$ cat src/rtl/if_pc_gen_if.sv
// ----------------------------------------------------------------------------
// if_pc_gen_if
//   Fetch-side bus between the PC generator and the fetch address stage or
//   memory.
//   req         PC generator -> memory : fetch request
//   pc_addr     PC generator -> memory : address of the current request
//   gnt         memory -> PC generator : request accepted this cycle
//   rvalid      memory -> PC generator : response beat for the oldest grant
//   rvalid_pc   PC generator -> decode : PC of the beat being answered
//   rvalid_keep PC generator -> decode : beat is not stale (qualify with rvalid)
//   The master modport is the PC generator side. The slave modport is the
//   memory/decode side.
// ----------------------------------------------------------------------------
interface if_pc_gen_if;
    logic        req;
    logic [31:0] pc_addr;
    logic        gnt;
    logic        rvalid;
    logic [31:0] rvalid_pc;
    logic        rvalid_keep;

    modport master (
        output req,
        output pc_addr,
        output rvalid_pc,
        output rvalid_keep,
        input  gnt,
        input  rvalid
    );

    modport slave (
        input  req,
        input  pc_addr,
        input  rvalid_pc,
        input  rvalid_keep,
        output gnt,
        output rvalid
    );
endinterface

$ cat src/rtl/if_pc_gen.sv
// ----------------------------------------------------------------------------
// if_pc_gen
//   This module generates the PC and tracks outstanding fetches.
//   - It produces the next instruction address from three sources: boot,
//     sequential +4, or redirect.
//   - It issues that address on a req/gnt port.
//   - It keeps a FIFO of granted PCs so that each rvalid beat is tagged with
//     its PC.
//   - When a redirect arrives, it marks the in-flight beats as stale.
//
// Ports
//   clk_i          clock; all state changes on the rising edge
//   rst_ni         asynchronous active-low reset
//   fetch_enable_i 1 = fetches may be issued
//   boot_addr_i    boot base; sampled only when leaving IDLE
//   pc_set_i       one-cycle redirect strobe
//   pc_target_i    redirect target; bits [1:0] are ignored
//   bus            fetch bus (master side): req, pc_addr, gnt, rvalid,
//                  rvalid_pc, rvalid_keep
//   busy_o         at least one granted request is still unanswered
//   proto_err_o    sticky flag: rvalid was seen while nothing was outstanding
// ----------------------------------------------------------------------------
module if_pc_gen #(
    parameter logic [31:0] BOOT_OFFSET     = 32'h80,
    parameter int unsigned MAX_OUTSTANDING = 2
) (
    input  logic          clk_i,
    input  logic          rst_ni,
    input  logic          fetch_enable_i,
    input  logic [31:0]   boot_addr_i,
    input  logic          pc_set_i,
    input  logic [31:0]   pc_target_i,
    if_pc_gen_if.master   bus,
    output logic          busy_o,
    output logic          proto_err_o
);

    localparam int PTR_W = (MAX_OUTSTANDING > 1) ? $clog2(MAX_OUTSTANDING) : 1;
    localparam int CNT_W = $clog2(MAX_OUTSTANDING + 1);
    localparam logic [CNT_W-1:0] FULL_CNT = CNT_W'(MAX_OUTSTANDING);
    localparam logic [PTR_W-1:0] PTR_LAST = PTR_W'(MAX_OUTSTANDING - 1);
    localparam logic [31:0]      WORD_MASK = 32'hFFFF_FFFC;

    typedef enum logic [1:0] {
        ST_IDLE = 2'd0,
        ST_RUN  = 2'd1,
        ST_HALT = 2'd2
    } state_e;

    state_e                 state_q, state_d;
    logic [31:0]            pc_q, pc_d;
    logic [PTR_W-1:0]       wr_ptr_q, wr_ptr_d;
    logic [PTR_W-1:0]       rd_ptr_q, rd_ptr_d;
    logic [CNT_W-1:0]       count_q, count_d;
    logic [31:0]            fifo_pc_q [MAX_OUTSTANDING];
    logic [31:0]            fifo_pc_d [MAX_OUTSTANDING];
    logic [MAX_OUTSTANDING-1:0] stale_q, stale_d;
    logic                   proto_err_q, proto_err_d;

    logic fifo_empty;
    logic fifo_full;
    logic req;
    logic push;
    logic pop;
    logic redirect;

    function automatic logic [PTR_W-1:0] ptr_inc(input logic [PTR_W-1:0] p);
        return (p == PTR_LAST) ? '0 : p + PTR_W'(1);
    endfunction

    // Handshake decode
    always_comb begin
        fifo_empty = (count_q == '0);
        fifo_full  = (count_q == FULL_CNT);
        // When the FIFO is full, req is held low, so any gnt in that cycle is ignored.
        req        = (state_q == ST_RUN) && !fifo_full;
        push       = req && bus.gnt;
        pop        = bus.rvalid && !fifo_empty;
        redirect   = pc_set_i && (state_q != ST_IDLE);
    end

    // Next-state logic for the FSM, the PC and the FIFO
    always_comb begin
        state_d     = state_q;
        pc_d        = pc_q;
        wr_ptr_d    = wr_ptr_q;
        rd_ptr_d    = rd_ptr_q;
        count_d     = count_q;
        fifo_pc_d   = fifo_pc_q;
        stale_d     = stale_q;
        proto_err_d = proto_err_q | (bus.rvalid & fifo_empty);

        case (state_q)
            ST_IDLE: if (fetch_enable_i) state_d = ST_RUN;
            ST_RUN:  if (!fetch_enable_i) state_d = ST_HALT;
            ST_HALT: if (fetch_enable_i) state_d = ST_RUN;
            default: state_d = ST_IDLE;
        endcase

        // A redirect takes priority over the +4 step. A beat granted in the
        // same cycle as a redirect belongs to the old path.
        if (state_q == ST_IDLE) begin
            if (fetch_enable_i) pc_d = (boot_addr_i & WORD_MASK) + BOOT_OFFSET;
        end else if (redirect) begin
            pc_d = pc_target_i & WORD_MASK;
        end else if (push) begin
            pc_d = pc_q + 32'd4;
        end

        // The stale bits are updated before the push, so that the new entry gets
        // its own stale value. A head popped in this cycle is reported from the
        // registered bits, which still hold the pre-redirect value.
        if (redirect) stale_d = '1;

        if (push) begin
            fifo_pc_d[wr_ptr_q] = pc_q;
            stale_d[wr_ptr_q]   = redirect;
            wr_ptr_d            = ptr_inc(wr_ptr_q);
        end

        if (pop) rd_ptr_d = ptr_inc(rd_ptr_q);

        case ({push, pop})
            2'b10:   count_d = count_q + CNT_W'(1);
            2'b01:   count_d = count_q - CNT_W'(1);
            default: count_d = count_q;
        endcase
    end

    always_ff @(posedge clk_i or negedge rst_ni) begin
        if (!rst_ni) begin
            state_q     <= ST_IDLE;
            pc_q        <= '0;
            wr_ptr_q    <= '0;
            rd_ptr_q    <= '0;
            count_q     <= '0;
            proto_err_q <= 1'b0;
        end else begin
            state_q     <= state_d;
            pc_q        <= pc_d;
            wr_ptr_q    <= wr_ptr_d;
            rd_ptr_q    <= rd_ptr_d;
            count_q     <= count_d;
            proto_err_q <= proto_err_d;
        end
    end

    // FIFO storage: one PC and one stale bit per slot
    for (genvar gi = 0; gi < int'(MAX_OUTSTANDING); gi++) begin : g_slot
        always_ff @(posedge clk_i or negedge rst_ni) begin
            if (!rst_ni) begin
                fifo_pc_q[gi] <= '0;
                stale_q[gi]   <= 1'b0;
            end else begin
                fifo_pc_q[gi] <= fifo_pc_d[gi];
                stale_q[gi]   <= stale_d[gi];
            end
        end
    end

    // The head outputs are forced to zero when the FIFO is empty, so they read
    // as zero after reset.
    assign bus.req         = req;
    assign bus.pc_addr     = pc_q;
    assign bus.rvalid_pc   = fifo_empty ? '0 : fifo_pc_q[rd_ptr_q];
    assign bus.rvalid_keep = !fifo_empty && !stale_q[rd_ptr_q];
    assign busy_o          = !fifo_empty;
    assign proto_err_o     = proto_err_q;

endmodule
$ cat src/flat_wrapper.sv
// flat-port wrapper written by rule: the top's interface ports become plain ports
module if_pc_gen_flat 
#(
    parameter logic [31:0] BOOT_OFFSET     = 32'h80,
    parameter int unsigned MAX_OUTSTANDING = 2
)
  (clk_i, rst_ni, fetch_enable_i, boot_addr_i, pc_set_i, pc_target_i, busy_o, proto_err_o, bus_req, bus_pc_addr, bus_rvalid_pc, bus_rvalid_keep, bus_gnt, bus_rvalid);
  if_pc_gen_if bus_i ();
  input  logic clk_i;
  input  logic rst_ni;
  input  logic fetch_enable_i;
  input  logic [31:0] boot_addr_i;
  input  logic pc_set_i;
  input  logic [31:0] pc_target_i;
  output logic busy_o;
  output logic proto_err_o;
  output wire logic [$bits(bus_i.req)-1:0] bus_req;
  output wire logic [$bits(bus_i.pc_addr)-1:0] bus_pc_addr;
  output wire logic [$bits(bus_i.rvalid_pc)-1:0] bus_rvalid_pc;
  output wire logic [$bits(bus_i.rvalid_keep)-1:0] bus_rvalid_keep;
  input wire logic [$bits(bus_i.gnt)-1:0] bus_gnt;
  input wire logic [$bits(bus_i.rvalid)-1:0] bus_rvalid;
  assign bus_req = bus_i.req;
  assign bus_pc_addr = bus_i.pc_addr;
  assign bus_rvalid_pc = bus_i.rvalid_pc;
  assign bus_rvalid_keep = bus_i.rvalid_keep;
  assign bus_i.gnt = bus_gnt;
  assign bus_i.rvalid = bus_rvalid;
  if_pc_gen #(.BOOT_OFFSET(BOOT_OFFSET), .MAX_OUTSTANDING(MAX_OUTSTANDING)) u_core (.clk_i(clk_i), .rst_ni(rst_ni), .fetch_enable_i(fetch_enable_i), .boot_addr_i(boot_addr_i), .pc_set_i(pc_set_i), .pc_target_i(pc_target_i), .bus(bus_i), .busy_o(busy_o), .proto_err_o(proto_err_o));
endmodule
$ cat config.mk
export PLATFORM = sky130hd
export DESIGN_NAME = if_pc_gen_flat
export DESIGN_NICKNAME = d
export VERILOG_FILES = /design/src/rtl/if_pc_gen_if.sv /design/src/rtl/if_pc_gen.sv /design/src/flat_wrapper.sv
export SDC_FILE = /design/constraint.sdc
export NUM_CORES = 1
export LEC_CHECK = 0
export ABC_AREA = 1
export BUFFER_PORTS_ARGS = -buffer_cell sky130_fd_sc_hd__clkbuf_2
export CORE_MARGIN = 10
export CORE_UTILIZATION = 38
export CTS_CLUSTER_SIZE = 20
export DETAILED_ROUTE_END_ITERATION = 7
export PLACE_DENSITY = 0.55
export SYNTH_ARGS = -nofsm -noshare
export SYNTH_HDL_FRONTEND = slang
export SYNTH_SLANG_ARGS = --single-unit
$ cat constraint.sdc
create_clock -name clk_i -period 2.1 [get_ports clk_i]
set_input_delay 0 -clock clk_i [delete_from_list [all_inputs] [get_ports clk_i]]
set_output_delay 0 -clock clk_i [all_outputs]
set_load 0.05 [all_outputs]
* After elaboration in Yosys (flattened, before gate mapping)
Index checks and enable logic that the tools add are counted.
Cells by class: reductions and logical operators 18, magnitude comparators 6, bitwise logic cells 4, equal/unequal tests 8, multiplexer cells 24, $add $sub $neg 6
Operator list (number):
- 32-bit 2-to-1 mux | 9
- 64-bit bitwise mux | 1
- 32-bit by 3-bit adder with 32-bit output (second input constant) | 1
- 32-bit by 8-bit adder with 32-bit output (second input constant) | 1
- 32-bit demux with 1-bit select | 1
- 2-bit 2-to-1 mux | 4
- 2-bit case mux with 2 select lines | 2
- 1-bit logical AND | 7
- 2-bit equality test (second input constant) | 3
- 1-bit 2-to-1 mux | 5
- 2-bit by 1-bit equality test with 1-bit output (second input constant) | 2
- 2-bit >= comparator (second input constant) | 2
- 2-bit logical NOT | 2
- 1-bit by 2-bit < comparator with 1-bit output (second input constant) | 2
- 2-bit inequality test (second input constant) | 2
- 1-bit inverter with 2-bit output | 2
- 2-bit AND reduction | 2
- 2-bit nonzero test | 2
- 1-bit logical NOT | 3
- 3-bit nonzero test | 1
- 1-bit adder (second input constant) | 2
- 2-bit by 1-bit adder with 2-bit output (second input constant) | 1
- 2-bit bitwise mux | 1
- 2-bit by 1-bit < comparator with 1-bit output (second input constant) | 1
- 7 further kinds | 7
Storage, ports and cells: output and inout bits 68, bits of input ports 70, register bits 105

* Logic depth before layout (Yosys ltp)
word-level depth 7, depth in mapped cells 12

* Worst setup path after synthesis
No wires, ideal clock.
kind register -> output, start point register u_core.count_q[1], end point output bus_rvalid_pc[22], required time 2.100 ns, path slack -0.055 ns, arrival time 2.155 ns, stages on the path, launching flop included 6, path through dfrtp_1 -> nor2_1 -> inv_1 -> clkbuf_1 -> o21ai_0 -> a21oi_1
On the way: word-level cells in the longest chain between the ends 2
Ends and longest elaborated chain:
- from (decl) | RTL line if_pc_gen.sv:54 | logic [CNT_W-1:0] count_q, count_d;
- from (signal assigned) | RTL line if_pc_gen.sv:143 | count_q <= count_d;
- 2-bit logical NOT | RTL line if_pc_gen.sv:73 | fifo_empty = (count_q == '0);
- 32-bit 2-to-1 mux | RTL line if_pc_gen.sv:165 | assign bus.rvalid_pc = fifo_empty ? '0 : fifo_pc_q[rd_ptr_q];
- to (decl) | RTL line flat_wrapper.sv:19 | output wire logic [$bits(bus_i.rvalid_pc)-1:0] bus_rvalid_pc;
Every way passes these cells.

* Final worst setup path
start point register u_core.count_q[1], end point output bus_rvalid_pc[10]
Same word-level chain as after synthesis.

==> flow_metrics.env <==
export IMPL_yosys_area_share_simple=0.315
export IMPL_grt_usage=0.188
export IMPL_dpl_instance_area_sq_um=7170
export IMPL_rows=46
export IMPL_synth_ff_type="dfrtp_1"
export IMPL_rr_endpoint="u_core.bus.pc_addr[29]"
export IMPL_synth_distinct_cells=38
export IMPL_numPortBuffers=129
export IMPL_synth_top_family_by_area="simple AND/OR/NAND/NOR gates"
export IMPL_synth_mux_area_frac=0
export IMPL_final_period_utilization=0.900
export IMPL_vias=6217
export IMPL_yosysSeqAreaShare=0.399
export IMPL_p_leak_uw=0.00386
export IMPL_cts_root_buf="clkbuf_16"
export IMPL_cts_buffer_depth=2
export IMPL_clk_pin_slew_ns=0.07
export IMPL_post_drt_wl_per_cell_um=15.7
export IMPL_hold_violations=0
export IMPL_dp_worst_setup_slack_ns=0.211
export IMPL_clk_latency_ns=0.35
export IMPL_report_final_setup_viol=0
export IMPL_cts_setup_buffers=0
export IMPL_fill_cells=1771
export IMPL_syn_area_sq_um=6210
export IMPL_max_freq_mhz=529
export IMPL_nNetsFinal=1146
export IMPL_synth_compound_area_frac=0.165
export IMPL_rsz0062_at_grt="false"
export IMPL_initial_core_util=0.390
export IMPL_hp_start="pc_target_i[30]"
export IMPL_cp_start_kind="flip-flop"
export IMPL_synthAdderAreaFrac=0.00604
export IMPL_die_h_um=148
export IMPL_synth_cells=927
export IMPL_min_path_type="in -> reg"
export IMPL_grt_max_degree=53
export IMPL_total_power_uw=11000
export IMPL_n_antenna_cell=0
export IMPL_yosysMostFrequentCell="nand2_1"
export IMPL_r2r_setup_slack_ns=0.28
export IMPL_dp_hpwl_mm=15.5
export IMPL_vias_per_cell=4.80
export IMPL_fin_ws_ns=0.210
export IMPL_max_slew_margin=0.413
export IMPL_antenna_left=0
export IMPL_die_width_um=148
export IMPL_clock_sinks=99
export IMPL_final_area_sq_um=7690
export IMPL_status="finished, final reports clean"
export IMPL_synth_edf_count=0
export IMPL_die_area_sq_um=21900
export IMPL_cp_startpoint="u_core.count_q[1]"
export IMPL_min_period_ns=1.89
export IMPL_critPathKind="reg -> out"
export IMPL_synth_top_cells_by_count="303 x nand2_1, 124 x nor2_1, 99 x dfrtp_1, 99 x inv_1, 83 x o21ai_0"
export IMPL_finClkSkew_ns=0.0104
export IMPL_drt_iter0_markers=414
export IMPL_crit_arrival_ns=1.89
export IMPL_synth_yosys_warnings=0
export IMPL_synth_async_sr_flop_share=1.00
export IMPL_cts_tree="yes"
export IMPL_core_region_area_sq_um=15900
export IMPL_hold_depth=5
export IMPL_dr_pass1_iters=5
export IMPL_powerDensity_nw_per_um2=1420
export IMPL_grt_pass1_wl_mm=33.4
export IMPL_drive_above_1_share=0.182
export IMPL_critPathMaxFanout=31
export IMPL_io_pins=138
export IMPL_maxCapViolations=0
export IMPL_drv_slew=0
export IMPL_yosysTopAreaCell="dfrtp_1"
export IMPL_wirelength_mm=20.3
export IMPL_syn_area_per_cell_sq_um=6.70
export IMPL_synth_xor_area_frac=0.0183
export IMPL_syn_to_final_growth_pct=23.8
export IMPL_vdd_drop_max_uv=721
export IMPL_ys_ff_latch=99
export IMPL_htreeDepth=3
export IMPL_r2r_start="u_core.bus.pc_addr[11]"
export IMPL_gp_congestion=0.928
export IMPL_worst_r2r_cell_count=11
export IMPL_fin_tns_setup_ns=0
export IMPL_worst_hold_path_endpoint="u_core.bus.pc_addr[30]"
export IMPL_synth_area_leaders="dfrtp_1 40%, nand2_1 18%, nor2_1 7.5%"
export IMPL_cts_buffers=9
export IMPL_antenna_found_initial=0
export IMPL_tightest_slew_ns=0.879
export IMPL_cp_required_ns=2.10
export IMPL_gr_total_overflow=0
export IMPL_fin_hold_ws_ns=0.00599
export IMPL_drc_errors=0
export IMPL_synth_top_area_share=0.399
export IMPL_grt_pass1_vias=6234
export IMPL_cp_end_kind="output pin"
==> metrics by stage <==
step / utilization / instances
2_1_floorplan: - / 930
3_3_place_gp: 0.450 / 1256
3_5_place_dp: 0.450 / 1256
4_1_cts: 0.483 / 1294
5_1_grt: 0.483 / 1294
6_report: 0.483 / 1294
==> cell families after synthesis <==
group | after synthesis
AND/OR/NAND/NOR | 489
AO/OA/AOI/OAI | 183
buffers and inverters | 139
flip-flops | 99
XOR/XNOR | 13
adder cells (fa/ha/maj) | 3
other | 1
==> registers in the layout (all words and copies together), names as in the netlist <==
| register | count |
|---|---|
| u_core.fifo_pc_q | 60 |
| u_core.bus.pc_addr | 30 |
| u_core.count_q | 2 |
| u_core.stale_q | 2 |
| u_core.state_q | 2 |
| u_core.proto_err_o | 1 |
| u_core.rd_ptr_q | 1 |
| u_core.wr_ptr_q | 1 |
==> layer usage <==
layer | global-route usage | up-vias | share of wire | wire length, um
met2 | 0.288 | 182 | 0.44 | 8910
met4 | 0.0486 | 0 | 0.014 | 288
met1 | 0.264 | 2801 | 0.49 | 9900
met5 | 0 | - | 0 | 0
met3 | 0.0372 | 17 | 0.059 | 1200
li1 | - | 3217 | - | -
==> power breakdown <==
part	switching [uW]	internal, uW	total (uW)
Sequential	631	2660	3300
Clock	758	996	1750
Combinational	4420	1490	5910
Total	5810	5150	11000
==> critical path: stages (launching register included) <==
cell and delay (ns):
dfrtp_1 0.46, nor2_1 0.13, inv_1 0.11, buf_12 0.18, o21ai_0 0.11, a21oi_1 0.21
clkbuf_2 0.32
==> area by class of cell <==
class | count | area (sq um) | area share
inverter | 100 | 375 | 0.0488
clock buffer | 13 | 260 | 0.0338
clock inverter | 3 | 46.3 | 0.00602
sequential | 99 | 2480 | 0.322
multi-input combinational | 692 | 3180 | 0.413
timing repair buffer | 171 | 1080 | 0.140
tap | 216 | 270 | 0.0351
==> worst max-delay path by stage <==
stage                              to  slack [ns]  depth (start not counted)
6_report            bus_rvalid_pc[10]        0.21                          6
3_5_place_dp   u_core.bus.pc_addr[19]        0.21                          8
3_3_place_gp   u_core.bus.pc_addr[23]        0.26                          9
2_1_floorplan         bus_rvalid_keep        0.07                          4
4_1_cts        u_core.bus.pc_addr[19]        0.18                          8
5_1_grt        u_core.bus.pc_addr[27]        0.03                         12
==> cell usage in the layout, fill, tap and decap left out, types with 2 or more instances in the layout <==
cell | netlist | layout
a22o_1 | 2 | 2
dlygate4sd3_1 | 0 | 22
buf_12 | 0 | 5
nand3_1 | 45 | 45
nand2_1 | 303 | 303
o21bai_1 | 3 | 3
a21boi_0 | 2 | 2
o22ai_1 | 2 | 2
a21oi_2 | 0 | 8
clkbuf_16 | 0 | 9
clkbuf_1 | 15 | 2
nor2_2 | 3 | 2
dfrtp_2 | 0 | 2
dfrtp_1 | 99 | 97
inv_1 | 99 | 99
nand4_1 | 4 | 4
a21oi_1 | 61 | 53
ha_1 | 3 | 3
xnor2_1 | 7 | 7
nor2_1 | 124 | 124
nand3b_1 | 2 | 2
xor2_1 | 6 | 6
clkbuf_2 | 0 | 128
clkbuf_8 | 0 | 2
nor2_4 | 3 | 4
conb_1 | 1 | 4
o21ai_2 | 10 | 10
buf_4 | 7 | 16
o21ai_1 | 11 | 11
a31oi_1 | 3 | 3
o21ai_0 | 83 | 83
==> repair_timing <==
action	in CTS	in global routing
endpoints found under the hold margin	57	0
endpoints found under the setup margin	0	2
gates resized for setup	0	1
hold buffers	22	0
(Power assumes the default switching activity.)
